===== config.mk =====
export PLATFORM = sky130hd
export DESIGN_NAME = match_judge
export DESIGN_NICKNAME = d
export VERILOG_FILES = /design/src/rtl/match_pkg.sv /design/src/rtl/match_lfsr.sv /design/src/rtl/match_judge.sv
export SDC_FILE = /design/constraint.sdc
export NUM_CORES = 1
export LEC_CHECK = 0
export BUFFER_PORTS_ARGS = -buffer_cell sky130_fd_sc_hd__buf_2
export CAP_MARGIN = 20
export CORE_ASPECT_RATIO = 0.5
export CORE_MARGIN = 3
export CORE_UTILIZATION = 40
export DETAILED_ROUTE_END_ITERATION = 8
export PLACE_DENSITY = 0.68
export SYNTH_ARGS = -nofsm -noshare
export SYNTH_HDL_FRONTEND = slang
export SYNTH_HIERARCHICAL = 1
export SYNTH_SLANG_ARGS = --single-unit

===== constraint.sdc =====
create_clock -name clk -period 2.2 [get_ports clk]
set_input_delay 0.66 -clock clk [delete_from_list [all_inputs] [get_ports clk]]
set_output_delay 0.66 -clock clk [all_outputs]
set_load 0.005 [all_outputs]

===== src/rtl/match_pkg.sv =====
// match_pkg: shared encodings for the rock-paper-scissors match judge.
// Move codes, result codes, FSM state codes, LFSR tap mask and the judge rule.
package match_pkg;

    // Move encoding (player and CPU share it)
    localparam logic [1:0] MOVE_NONE     = 2'b00;
    localparam logic [1:0] MOVE_ROCK     = 2'b01;
    localparam logic [1:0] MOVE_PAPER    = 2'b10;
    localparam logic [1:0] MOVE_SCISSORS = 2'b11;

    // Result encoding, from the player's point of view
    localparam logic [1:0] RES_NONE = 2'b00;
    localparam logic [1:0] RES_DRAW = 2'b01;
    localparam logic [1:0] RES_WIN  = 2'b10;
    localparam logic [1:0] RES_LOSE = 2'b11;

    // FSM state codes
    localparam logic [1:0] ST_IDLE   = 2'b00;
    localparam logic [1:0] ST_REVEAL = 2'b01;
    localparam logic [1:0] ST_RESULT = 2'b10;
    localparam logic [1:0] ST_DONE   = 2'b11;

    // Feedback taps q7, q5, q4, q3 of the move LFSR
    localparam logic [7:0] LFSR_TAPS = 8'b1011_1000;

    // Rock beats scissors, paper beats rock, scissors beats paper
    function automatic logic [1:0] judge_moves(input logic [1:0] player, input logic [1:0] cpu);
        logic [1:0] res;
        if (player == cpu) begin
            res = RES_DRAW;
        end else if ((player == MOVE_ROCK     && cpu == MOVE_SCISSORS) ||
                     (player == MOVE_PAPER    && cpu == MOVE_ROCK)     ||
                     (player == MOVE_SCISSORS && cpu == MOVE_PAPER)) begin
            res = RES_WIN;
        end else begin
            res = RES_LOSE;
        end
        return res;
    endfunction

endpackage


===== src/rtl/match_lfsr.sv =====
// match_lfsr: 8-bit left-shifting Fibonacci LFSR used to draw the CPU move.
// Runs whenever i_en is high; reset loads SEED (must be nonzero).
module match_lfsr
    import match_pkg::*;
#(
    parameter logic [7:0] SEED = 8'hA5
) (
    input  logic       clk,
    input  logic       resetn,
    input  logic       i_en,
    output logic [7:0] o_state
);

    logic [7:0] r_state;
    logic       w_feedback;

    assign w_feedback = ^(r_state & LFSR_TAPS);

    // Shift left, feeding the tap parity into bit 0
    always_ff @(posedge clk or negedge resetn) begin
        if (!resetn) begin
            r_state <= SEED;
        end else if (i_en) begin
            r_state <= {r_state[6:0], w_feedback};
        end
    end

    assign o_state = r_state;

endmodule


===== src/rtl/match_judge.sv =====
// match_judge: accepts a player move, draws a CPU move, shows it for REVEAL_CYCLES,
// then emits a one-cycle matchresult pulse. Stops in DONE after MAX_ROUNDS rounds.
// Optional feature macro: DRAW_REPLAY_EN (draws are replayed instead of counted,
// signalled on the extra `replay` output).
//
// Handshake: player_valid is a qualifier, not a valid/ready pair. A move is taken
// only in IDLE when player_valid=1 and player_move!=00; at all other times the input
// is dropped. matchresult (and replay) is a single-cycle strobe with no back-pressure.
module match_judge
    import match_pkg::*;
#(
    parameter int         REVEAL_CYCLES = 16,
    parameter int         MAX_ROUNDS    = 9,
    parameter logic [7:0] LFSR_SEED     = 8'hA5
) (
    input  logic       clk,
    input  logic       resetn,
    input  logic       player_valid,
    input  logic [1:0] player_move,
    output logic [1:0] matchresult,
    output logic [1:0] cpu_move,
    output logic       reveal,
    output logic       busy,
    output logic       done,
`ifdef DRAW_REPLAY_EN
    output logic       replay,
`endif
    output logic [1:0] dbg_state,
    output logic [3:0] dbg_round_cnt,
    output logic [7:0] dbg_lfsr
);

    logic [1:0] r_state;
    logic [7:0] r_rev_cnt;
    logic [3:0] r_round_cnt;
    logic [1:0] r_player;
    logic [1:0] r_cpu;
    logic [1:0] r_result;
    logic       r_replay;

    logic [7:0] w_lfsr;
    logic [1:0] w_cpu_pick;
    logic       w_accept;
    logic       w_reveal_end;
    logic [1:0] w_judge;
    logic [1:0] w_result_code;
    logic       w_replay_code;
    logic [3:0] w_round_next;
    logic       w_last_round;
`ifdef DRAW_REPLAY_EN
    logic       w_is_draw;
`endif

    match_lfsr #(
        .SEED    (LFSR_SEED)
    ) u_lfsr (
        .clk     (clk),
        .resetn  (resetn),
        .i_en    (1'b1),
        .o_state (w_lfsr)
    );

    // A zero LFSR pair would be an invalid move, so it is folded onto rock
    assign w_cpu_pick   = (w_lfsr[1:0] == MOVE_NONE) ? MOVE_ROCK : w_lfsr[1:0];
    assign w_accept     = (r_state == ST_IDLE) && player_valid && (player_move != MOVE_NONE);
    assign w_reveal_end = (r_state == ST_REVEAL) && (r_rev_cnt == 8'd0);
    assign w_judge      = judge_moves(r_player, r_cpu);
    assign w_round_next = r_round_cnt + 4'd1;
    assign w_last_round = (w_round_next == 4'(MAX_ROUNDS));

`ifdef DRAW_REPLAY_EN
    assign w_is_draw     = (r_player == r_cpu);
    assign w_result_code = w_is_draw ? RES_NONE : w_judge;
    assign w_replay_code = w_is_draw;
`else
    assign w_result_code = w_judge;
    assign w_replay_code = 1'b0;
`endif

    // Round FSM: move latch, reveal countdown and round counter
    always_ff @(posedge clk or negedge resetn) begin
        if (!resetn) begin
            r_state     <= ST_IDLE;
            r_rev_cnt   <= 8'd0;
            r_round_cnt <= 4'd0;
            r_player    <= MOVE_NONE;
            r_cpu       <= MOVE_NONE;
        end else begin
            case (r_state)
                ST_IDLE: begin
                    if (w_accept) begin
                        r_player  <= player_move;
                        r_cpu     <= w_cpu_pick;
                        r_rev_cnt <= 8'(REVEAL_CYCLES - 1);
                        r_state   <= ST_REVEAL;
                    end
                end
                ST_REVEAL: begin
                    if (r_rev_cnt == 8'd0) begin
                        r_state <= ST_RESULT;
                    end else begin
                        r_rev_cnt <= r_rev_cnt - 8'd1;
                    end
                end
                ST_RESULT: begin
`ifdef DRAW_REPLAY_EN
                    if (w_is_draw) begin
                        r_state <= ST_IDLE;
                    end else begin
                        r_round_cnt <= w_round_next;
                        r_state     <= w_last_round ? ST_DONE : ST_IDLE;
                    end
`else
                    r_round_cnt <= w_round_next;
                    r_state     <= w_last_round ? ST_DONE : ST_IDLE;
`endif
                end
                ST_DONE: begin
                    r_state <= ST_DONE;
                end
                default: begin
                    r_state <= ST_IDLE;
                end
            endcase
        end
    end

    // Result strobe registered on entry to RESULT, so it is high exactly in that cycle
    always_ff @(posedge clk or negedge resetn) begin
        if (!resetn) begin
            r_result <= RES_NONE;
            r_replay <= 1'b0;
        end else if (w_reveal_end) begin
            r_result <= w_result_code;
            r_replay <= w_replay_code;
        end else begin
            r_result <= RES_NONE;
            r_replay <= 1'b0;
        end
    end

    assign matchresult   = r_result;
    assign cpu_move      = r_cpu;
    assign reveal        = (r_state == ST_REVEAL);
    assign busy          = (r_state != ST_IDLE);
    assign done          = (r_state == ST_DONE);
    assign dbg_state     = r_state;
    assign dbg_round_cnt = r_round_cnt;
    assign dbg_lfsr      = w_lfsr;

`ifdef DRAW_REPLAY_EN
    assign replay = r_replay;
`else
    // Replay strobe has no port in this build; keep it referenced
    logic w_replay_unused;
    assign w_replay_unused = r_replay;
`endif

endmodule


==> metrics.md <==
| Metric | Value |
|---|---|
| Flop-to-flop setup slack | `0.28 ns` |
| Sum of negative setup slack | `0 ns` |
| Pre-CTS WS | `roughly 0.14 ns` |
| Static leakage power | `around 0.76 nW` |
| Clock slew at reported path FFs | `0.10 ns` |
| Number of antenna violations at the first check in global routing | `0` |
| Number of global-route vias before repair | `around 1000` |
| Die Ht | `about 48 microns` |
| Detail Placement HPWL | `between 2000 and 2500 microns` |
| Crit path launch type | `register` |
| Instance area at placement | `about 0.0016 sq mm` |
| Synthesis-to-layout area growth | `15.9%` |
| Arrival @ worst endpoint | `2.07 ns` |
| CTS resizes | `0` |
| Most instantiated flip-flop cell in the synthesis netlist | `sky130_fd_sc_hd__dfrtp_1` |
| Count of routing violations after the opening detailed-route iteration | `18` |
| CTS hold repair buffers | `0` |
| Area of the die | `roughly 0.0044 sq mm` |
| Min cycle time layout | `1.92 ns` |
| Count of unresolved DRC violations after routing | `0` |
| Worst-path fanout max | `6` |
| Synthesized flop and latch total | `28` |
| Startpoint of the most critical register-to-register path | `r_rev_cnt[0]` |
| MaxCap Viol Count | `0` |
| Critical path class | `reg -> reg` |
| Worst EP required | `around 2.4 ns` |
| Worst Slack Setup Final | `between 0.2 and 0.3 ns` |
| Launching element of the worst setup path | `r_rev_cnt[0]` |
| Number of cells on the worst reg-to-reg path | `5` |
| Result of the run | `completed` |
| Power density over cell area | `about 1300 mW/mm^2` |
| Worst skew pair latency | `0.28 ns` |
| Layout cells sized above 1 | `0.305` |
| Clock tree from TritonCTS | `yes` |
| Worst rel slew slack | `0.491` |
| Number of clock sinks | `28` |
| Final design area excluding fillers | `0.00166 sq mm` |
| Post-Layout Cell Count | `between 200 and 250` |
| Leading cell type in the layout, fill and taps excluded | `sky130_fd_sc_hd__buf_2` |
| Distinct cell type count of the synthesized netlist | `38` |
| Number of detailed-route iterations in the first pass | `4` |
| R2r endpoint | `r_rev_cnt[3]` |
| Starting utilization of the core area | `0.446` |
| Max Freq | `521 MHz` |
| Synth async-reset ratio | `1.00` |
| Mean routed wirelength per cell | `about 14 microns` |
| Cts bufs inserted | `3` |
| Final-report max-slew violation count | `0` |
| Final Wtd Congestion | `0.848` |
| Skew final | `0.0114 ns` |
| Aggregate global routing overflow | `0` |
| Antenna Cells | `0` |
| Capturing element of the worst setup path | `r_rev_cnt[3]` |
| H-Tree Depth | `1` |
| Final Routed Wirelength | `between 2000 and 3000 microns` |
| GRT Overall Usage | `0.137` |
| Post-synth EDFFs | `0` |
| Unrepaired setup endpoints after global routing | `no` |
| Layout fillers | `roughly 280` |
| Cell total after placement | `between 150 and 200` |
| Setup bufs post-CTS | `0` |
| Number of nets produced by synthesis | `137` |
| Type of the worst min-delay path | `in -> async` |
| Remaining number of nets flagged by the antenna check after routing | `0` |
| Average cell area after synthesis | `11.2 sq um` |
| Net count, final | `between 150 and 200` |
| Period Utilization, post-route | `0.872` |
| Largest net degree at the start of global routing | `29` |
| Bufs on Longest Clock Path | `2` |
| Total setup violations reported at the end of the flow | `0` |
| Slew at the pin with the worst max-slew slack | `roughly 0.76 ns` |
| Area contributors post-synth | `sky130_fd_sc_hd__dfrtp_1 42%, sky130_fd_sc_hd__mux2_2 7.9%, sky130_fd_sc_hd__dfstp_2 7.4%` |
| Horizontal die dimension | `90.5 microns` |
| Leading cell types in the layout, fill and taps excluded | `25 x sky130_fd_sc_hd__buf_2, 24 x sky130_fd_sc_hd__dfrtp_1, 10 x sky130_fd_sc_hd__inv_1, 10 x sky130_fd_sc_hd__mux2_2, 8 x sky130_fd_sc_hd__xnor2_1` |
| First-pass GRT wire length | `around 4600 microns` |
| Proportion of synthesized chip area in sequential cells | `0.494` |
| Total number of yosys warnings | `6` |
| Worst voltage drop across the vdd grid | `around 0.45 mV` |
| Top-Level Pins | `26` |
| Site Rows | `14` |
| Cell taking the most area after synthesis | `sky130_fd_sc_hd__dfrtp_1` |
| Cell area after synthesis | `0.00143 sq mm` |
| Type of element capturing the critical path | `register` |
| Fraction of post-synthesis cell area in the top cell type by area | `0.420` |
| Synthesized instance count | `roughly 130` |
| Clock tree root buffer cell | `sky130_fd_sc_hd__clkbuf_8` |
| Endpoints failing hold | `0` |
| Quantity of I/O buffers inserted on ports | `25` |
| Vias per cell | `slightly below 5` |
| Final total power | `0.00217 W` |
| Placeable core area | `~0.0032 sq mm` |
| Total via count in the routed design | `between 1000 and 1500` |
## area by class of cell
| class | count | area [sq um] | area share |
|---|---|---|---|
| well taps | 48 | 60.1 | 0.0363 |
| clock buffers | 4 | 55.1 | 0.0332 |
| multi-input cells | 87 | 673 | 0.406 |
| repair buffers | 25 | 125 | 0.0755 |
| flip-flops and latches | 28 | 706 | 0.426 |
| inverters | 10 | 37.5 | 0.0227 |
## synthesized netlist by cell type, types with 2 or more instances
library cell	n
sky130_fd_sc_hd__and2_1	2
sky130_fd_sc_hd__nor2_1	5
sky130_fd_sc_hd__ha_1	4
sky130_fd_sc_hd__dfrtp_1	24
sky130_fd_sc_hd__nand4_1	6
sky130_fd_sc_hd__dfstp_2	4
sky130_fd_sc_hd__o311ai_0	2
sky130_fd_sc_hd__mux2_2	10
sky130_fd_sc_hd__o21ai_0	7
sky130_fd_sc_hd__xnor2_1	8
sky130_fd_sc_hd__nor4b_1	2
sky130_fd_sc_hd__a21oi_1	7
sky130_fd_sc_hd__a21o_1	2
sky130_fd_sc_hd__nand2_1	5
sky130_fd_sc_hd__nand2b_1	2
sky130_fd_sc_hd__mux2i_1	5
sky130_fd_sc_hd__nor4_1	2
sky130_fd_sc_hd__inv_1	10
sky130_fd_sc_hd__clkbuf_1	2
## sequential cells by signal (all words and copies together), names as in the netlist
name / count
r_rev_cnt: 8
u_lfsr/o_state: 8
dbg_round_cnt: 4
cpu_move: 2
dbg_state: 2
matchresult: 2
r_player: 2
## critical path: stages, from the launching register on
cell and delay (ns):
sky130_fd_sc_hd__dfrtp_1 0.45, sky130_fd_sc_hd__inv_1 0.10, sky130_fd_sc_hd__ha_1 0.16, sky130_fd_sc_hd__or4b_4 0.50
sky130_fd_sc_hd__o41ai_4 0.39, sky130_fd_sc_hd__o311ai_0 0.19
## worst min path at each step
stage,startpoint,to,slack [ns],cells after the start
6_report,resetn,dbg_round_cnt[0],0.38,1
4_1_cts,resetn,dbg_round_cnt[0],0.41,1
3_3_place_gp,dbg_round_cnt[3],dbg_round_cnt[3],0.51,1
2_1_floorplan,resetn,cpu_move[0],0.36,0
5_1_grt,resetn,r_rev_cnt[0],0.44,1
3_5_place_dp,u_lfsr/o_state[6],u_lfsr/o_state[7],0.52,1
## logic make-up after synthesis
group	after synthesis	synth area share
other cells	1	0.00262
simple gates	34	0.145
mux	15	0.114
xor+xnor	9	0.0552
buf+inv	13	0.0350
compound gates	24	0.119
fa+ha+maj	4	0.0350
flops	28	0.494
## stage by stage
step           hold WS (ns)  utilization
2_1_floorplan         0.364            -
3_3_place_gp          0.513        0.500
3_5_place_dp          0.521        0.500
4_1_cts               0.413        0.517
5_1_grt               0.436        0.517
6_report              0.381        0.517
## layer usage
layer / track usage / vias up / routed length [microns]
met1: 0.175 / 472 / 1380
met4: 0.0456 / 0 / 35
met5: 0 / - / 0
li1: - / 514 / -
met3: 0.0462 / 4 / 116
met2: 0.229 / 13 / 1250
## power breakdown
group	switching [W]	total, W	internal (W)
clock	0.000163	0.000324	0.000161
sequential	0.000262	0.00101	0.000748
combinational	0.000383	0.000840	0.000457
Power figures use the tool's default switching activity.
